==> src/rtl/div_iter.sv <==
// rtl/div_iter.sv - multi-cycle radix-2 restoring divider (DIV/DIVU) for the EX stage
module div_iter #(
    parameter int DATA_W = 32
) (
    input  logic                  clk,
    input  logic                  rst,
    input  logic                  signed_div_i,
    input  logic [DATA_W-1:0]     opdata1_i,
    input  logic [DATA_W-1:0]     opdata2_i,
    input  logic                  start_i,
    input  logic                  annul_i,
    output logic [2*DATA_W-1:0]   result_o,
    output logic                  ready_o
);

    // Iteration counter must be able to hold DATA_W itself (the "done" value).
    localparam int                CNT_W    = $clog2(DATA_W) + 1;
    localparam logic [CNT_W-1:0]  CNT_LAST = CNT_W'(DATA_W);
    localparam logic [CNT_W-1:0]  CNT_ONE  = CNT_W'(1);

    typedef enum logic [1:0] {
        FREE      = 2'b00,
        DIVBYZERO = 2'b01,
        DIVON     = 2'b10,
        DIVEND    = 2'b11
    } state_t;

    state_t state;
    state_t state_nx;

    // Working registers. shift_q starts as |dividend|; each iteration shifts
    // its MSB into the partial remainder and a quotient bit into its LSB, so
    // after DATA_W iterations it holds the unsigned quotient.
    logic [CNT_W-1:0]   cnt;
    logic [CNT_W-1:0]   cnt_nx;
    logic [DATA_W-1:0]  shift_q;
    logic [DATA_W-1:0]  shift_nx;
    logic [DATA_W-1:0]  divisor_q;
    logic [DATA_W-1:0]  divisor_nx;
    logic [DATA_W-1:0]  rem_q;
    logic [DATA_W-1:0]  rem_nx;
    logic               sign_q;
    logic               sign_q_nx;
    logic               sign_r;
    logic               sign_r_nx;
    logic [2*DATA_W-1:0] result_nx;
    logic               ready_nx;

    // Request withdrawn or flushed; honoured everywhere except DIVEND.
    logic               abort;
    logic               div_zero;
    logic [DATA_W-1:0]  opa_abs;
    logic [DATA_W-1:0]  opb_abs;

    // One restoring step: 33-bit compare, 32-bit subtract is enough because
    // the partial remainder is always below the divisor afterwards.
    logic [DATA_W:0]    minuend;
    logic [DATA_W-1:0]  diff;
    logic               take;
    logic [DATA_W-1:0]  quo_fix;
    logic [DATA_W-1:0]  rem_fix;

    assign abort    = (~start_i) | annul_i;
    assign div_zero = (opdata2_i == '0);
    assign opa_abs  = (signed_div_i && opdata1_i[DATA_W-1]) ? (~opdata1_i + 1'b1) : opdata1_i;
    assign opb_abs  = (signed_div_i && opdata2_i[DATA_W-1]) ? (~opdata2_i + 1'b1) : opdata2_i;

    assign minuend  = {rem_q, shift_q[DATA_W-1]};
    assign take     = (minuend >= {1'b0, divisor_q});
    assign diff     = minuend[DATA_W-1:0] - divisor_q;

    // Final sign correction of the magnitudes produced by the iterations.
    assign quo_fix  = sign_q ? (~shift_q + 1'b1) : shift_q;
    assign rem_fix  = sign_r ? (~rem_q + 1'b1) : rem_q;

    // State register.
    always_ff @(posedge clk or posedge rst) begin
        if (rst) begin
            state <= FREE;
        end else begin
            state <= state_nx;
        end
    end

    // Next-state logic.
    always_comb begin
        state_nx = state;
        case (state)
            FREE: begin
                if (!abort) begin
                    state_nx = div_zero ? DIVBYZERO : DIVON;
                end
            end
            DIVBYZERO: begin
                state_nx = abort ? FREE : DIVEND;
            end
            DIVON: begin
                if (abort) begin
                    state_nx = FREE;
                end else if (cnt == CNT_LAST) begin
                    state_nx = DIVEND;
                end
            end
            DIVEND: begin
                if (!start_i) begin
                    state_nx = FREE;
                end
            end
            default: state_nx = FREE;
        endcase
    end

    // Datapath next values: operand capture in FREE, one shift/subtract per DIVON cycle.
    always_comb begin
        cnt_nx     = cnt;
        shift_nx   = shift_q;
        divisor_nx = divisor_q;
        rem_nx     = rem_q;
        sign_q_nx  = sign_q;
        sign_r_nx  = sign_r;
        case (state)
            FREE: begin
                if (!abort && !div_zero) begin
                    cnt_nx     = '0;
                    shift_nx   = opa_abs;
                    divisor_nx = opb_abs;
                    rem_nx     = '0;
                    sign_q_nx  = signed_div_i & (opdata1_i[DATA_W-1] ^ opdata2_i[DATA_W-1]);
                    sign_r_nx  = signed_div_i & opdata1_i[DATA_W-1];
                end
            end
            DIVON: begin
                if (abort || (cnt == CNT_LAST)) begin
                    cnt_nx = '0;
                end else begin
                    rem_nx   = take ? diff : minuend[DATA_W-1:0];
                    shift_nx = {shift_q[DATA_W-2:0], take};
                    cnt_nx   = cnt + CNT_ONE;
                end
            end
            default: begin
                cnt_nx = '0;
            end
        endcase
    end

    // Output next values; result and ready change only on state transitions.
    always_comb begin
        result_nx = result_o;
        ready_nx  = ready_o;
        case (state)
            FREE: begin
                result_nx = '0;
                ready_nx  = 1'b0;
            end
            DIVBYZERO: begin
                // Architecturally undefined; a fixed zero keeps HI/LO deterministic.
                result_nx = '0;
                ready_nx  = ~abort;
            end
            DIVON: begin
                if (abort) begin
                    result_nx = '0;
                    ready_nx  = 1'b0;
                end else if (cnt == CNT_LAST) begin
                    result_nx = {rem_fix, quo_fix};
                    ready_nx  = 1'b1;
                end else begin
                    result_nx = '0;
                    ready_nx  = 1'b0;
                end
            end
            DIVEND: begin
                // The result is complete, so a flush here is ignored until start drops.
                if (!start_i) begin
                    result_nx = '0;
                    ready_nx  = 1'b0;
                end
            end
            default: begin
                result_nx = '0;
                ready_nx  = 1'b0;
            end
        endcase
    end

    // Datapath and registered outputs.
    always_ff @(posedge clk or posedge rst) begin
        if (rst) begin
            cnt       <= '0;
            shift_q   <= '0;
            divisor_q <= '0;
            rem_q     <= '0;
            sign_q    <= 1'b0;
            sign_r    <= 1'b0;
            result_o  <= '0;
            ready_o   <= 1'b0;
        end else begin
            cnt       <= cnt_nx;
            shift_q   <= shift_nx;
            divisor_q <= divisor_nx;
            rem_q     <= rem_nx;
            sign_q    <= sign_q_nx;
            sign_r    <= sign_r_nx;
            result_o  <= result_nx;
            ready_o   <= ready_nx;
        end
    end

endmodule

==> config.mk <==
export PLATFORM = sky130hd
export DESIGN_NAME = div_iter
export DESIGN_NICKNAME = d
export VERILOG_FILES = /design/src/rtl/div_iter.sv
export SDC_FILE = /design/constraint.sdc
export NUM_CORES = 1
export LEC_CHECK = 0
export BUFFER_PORTS_ARGS = -buffer_cell sky130_fd_sc_hd__buf_2
export CAP_MARGIN = 5
export CORE_UTILIZATION = 60
export DETAILED_ROUTE_END_ITERATION = 6
export PLACE_DENSITY = 0.92
export SLEW_MARGIN = 15
export SYNTH_ARGS = -nofsm -noshare
export SYNTH_HDL_FRONTEND = slang
export SYNTH_SLANG_ARGS = --single-unit
==> constraint.sdc <==
create_clock -name clk -period 10 [get_ports clk]
set_clock_uncertainty 0.2 [all_clocks]
set_input_delay 1 -clock clk [delete_from_list [all_inputs] [get_ports clk]]
set_output_delay 1 -clock clk [all_outputs]
set_load 0.02 [all_outputs]
==> metrics.txt <==
outcome=finished, violations left; failing checks=design-rule violations; Synth async-reset ratio=100%; Starting DRT DRC Count=between 700 and 800; Internal=around 1.6 mW; cells along the critical path=buf_2, nor4_1, nand2b_1, nor3_1, nand4b_1, a21oi_1, nor2_1, nand2_1, o21ai_0; Max-cap violations=0; WL per Instance=~17 um; Placer Congestion=roughly 0.97; fin nets=1555; initial antenna violation count=0; DP HPWL=20.7 mm; Synth Flop Type=dfrtp_1; Worst Setup Start Kind=input port; vias in the first global route=about 9900; area delta synth->final=11.8%; HP Class=flip-flop to flip-flop; largest net degree at the start of global routing=slightly below 100; Avg Cell Area, Syn=8.32 um^2; post-route setup slack=about 5700 ps; die height=approximately 140 um; most frequent cells in the layout=nand2_1 (205), o21ai_0 (191), dfrtp_1 (171); Yosys cell types=61; Critical Path Fanout Max=16; share of the synthesized area in the top cell type=a little under two fifths; DP Worst Slack=~5400 ps; Placed Area=~12000 um^2; Net Count, Synth=about 1500; CTS Hold Bufs=0; Worst EP required=10100 ps; vias per cell=6.13; Ys Warns=0; Leak=around 5.9 nW; Syn Inst Count=1356; max incr delay on CP=730 ps; synth top area cells=dfrtp_1 (38%), o21ai_0 (8.5%), nand2_1 (6.8%); clock power share=a little under a quarter; worst vdd ir=136 uV; Clk Latency, worst-skew pair=between 400 and 500 ps; worst path bufs/invs=1; non-filler instance count after layout=1684; CP endpoint kind=flip-flop; sequential power share=35.8%; Die X=~140 um; Rows=just under 50; drt total wl=approximately 28 mm; Post-DRT Antenna Nets=0; CTS tree=built; Hold Vio Cnt, Final=0; Tot GR Track Use=between 20% and 30%; H-tree lvl count=4; FMAX=around 0.23 GHz; most common cell after layout, fill and taps aside=nand2_1; final setup vio count=0; Detailed Routing Iterations Pass 1=7; Inst Count DP=approximately 1700; WS Path Type=input port to flip-flop; clock-pin slew of the registers on the worst-case setup and hold paths=70 ps; gr ovfl total=0; Core Area=between 15000 and 20000 um^2; relative slew slack=between 20% and 30%; number of I/O port buffers=around 130; Slowest-stage cell, CP=a21oi_1; clock buffer depth=2; share of the yosys chip area belonging to registers=37.9%; final instance area=approximately 13000 um^2; Comb power frac=approximately two fifths; DR vias=a little over 10000; ANT cells=0; post-synth top area cell=dfrtp_1; setup tns final=0 ps; Initial Util=roughly three fifths; Switching Share=around two fifths; delay-heaviest family, CP=simple AND/OR/NAND/NOR gates; area of the mapped netlist=11300 um^2; Tmin final=about 4300 ps; PwrDens=215 nW/um^2; worst hold margin=277 ps; number of synthesized flops with an enable pin=0; CTS-repair resized insts=0; Psw=~1.1 mW; Setup Fix Bufs, Post-CTS=0; die area=approximately 19000 um^2; Final Cycle Share=a little over two fifths; first-pass GRT wire length=approximately 47 mm; clock sink count=171; synthesized flop and latch total=171; Slew @ Worst Pin=roughly 1100 ps; CTS buffer count=17; layout cells sized above 1=between 10% and 20%; Root Driver=clkbuf_16; io pins=between 100 and 150; WP data arrival=~4400 ps; RSZ-0062 raised after global routing=false; DRC viols=12; Final Slew Violations=0
==> cells by family after synthesis <==
family / share of synthesized area, %
and+or+nand+nor: 16.8
muxes: 2.50
adders and majority gates: 4.95
AOI/OAI and AO/OA: 22.4
DFF: 37.9
buffers and inverters: 4.49
xor gates and xnor gates: 11.0
==> cell type report <==
| class | instances | area (um^2) |
|---|---|---|
| well taps | 229 | 287 |
| inverters | 63 | 241 |
| flip-flops and latches | 171 | 4280 |
| multi-input cells | 1050 | 6530 |
| clock inverters | 15 | 143 |
| repair buffers | 139 | 711 |
| fillers | 1428 | 5590 |
| clock buffers | 17 | 425 |
==> registers in the layout, indices dropped and copies added (netlist names) <==
name,flops
result_o,64
rem_q,32
divisor_q,32
sign_q,1
cnt,6
shift_q,32
ready_o,1
state,2
sign_r,1
==> layer usage <==
| metal | vias up | global-route usage (%) | part of all wire (%) |
|---|---|---|---|
| met2 | 392 | 51.0 | 49 |
| met4 | 0 | 11.0 | 2.4 |
| met3 | 64 | 4.07 | 6.0 |
| met1 | 4884 | 38.4 | 42 |
| met5 | - | 0 | 0 |
| li1 | 4982 | - | - |
==> cells in the mapped netlist (2+ instances only) <==
master / instances
nor2_1: 75
o21ai_2: 2
a32oi_1: 8
or2_2: 4
o21bai_1: 4
a21o_1: 15
ha_1: 43
a211oi_1: 3
clkbuf_1: 61
o221ai_1: 9
and4b_1: 2
a221oi_1: 2
nand4_1: 11
o31ai_1: 32
dfrtp_1: 171
o21ai_0: 191
nand3_1: 16
nor3_1: 15
nand3b_1: 2
or4_4: 4
and4_1: 5
o21ai_1: 5
nor4b_1: 2
o211ai_1: 3
nand2b_1: 3
a21oi_1: 95
nand2_1: 205
xnor2_1: 59
or4_1: 9
or3_1: 14
and2_1: 6
inv_1: 63
xor2_1: 83
buf_1: 11
o41ai_1: 15
nor4_1: 12
and3_1: 14
mux2i_1: 27
a31oi_1: 16
a211o_1: 2
nor2b_1: 8
o21a_1: 10
==> stage by stage <==
stage / power (mW) / utilization (%)
CTS: 2.70 / 69.2
detailed placement: 2.04 / 66.1
finish: 2.71 / 69.3
global route: 2.90 / 69.3
floorplan: 1.79 / -
global placement: 2.00 / 66.1
==> path summary, 6_finish.rpt <==
| kind | startpoint | endpoint | slack [ps] | depth (start not counted) |
|---|---|---|---|---|
| min in group asynchronous | rst | result_o[31]$_DFFE_PP0P_ | 520 | 2 |
| max | opdata2_i[6] | rem_q[20]$_DFFE_PP0P_ | 5680 | 9 |
| min reg2reg | result_o[37]$_DFFE_PP0P_ | result_o[37]$_DFFE_PP0P_ | 280 | 2 |
| min | result_o[37]$_DFFE_PP0P_ | result_o[37]$_DFFE_PP0P_ | 280 | 2 |
| max reg2reg | rem_q[23]$_DFFE_PP0P_ | rem_q[31]$_DFFE_PP0P_ | 6410 | 9 |
| max in group asynchronous | rst | rem_q[7]$_DFFE_PP0P_ | 7520 | 3 |
==> worst register-to-register path, delay by kind of cell (launching register included) <==
family / cells / cell delay, ps
AOI/OAI and AO/OA: 6 / 2180
DFF: 1 / 480
adders and majority gates: 1 / 430
and+or+nand+nor: 1 / 130
buffers and inverters: 1 / 90
==> power by group through the flow <==
stage                     clock [mW]  combinational (mW)  sequential, mW
after detailed placement           0                1.06           0.980
after CTS                      0.650                1.08           0.967
final                          0.646                1.09           0.969
after global routing           0.676                1.23           0.991
after global placement             0                1.03           0.968
after floorplan                    0               0.863           0.927
Note: power is estimated with default switching activity, not from simulation.
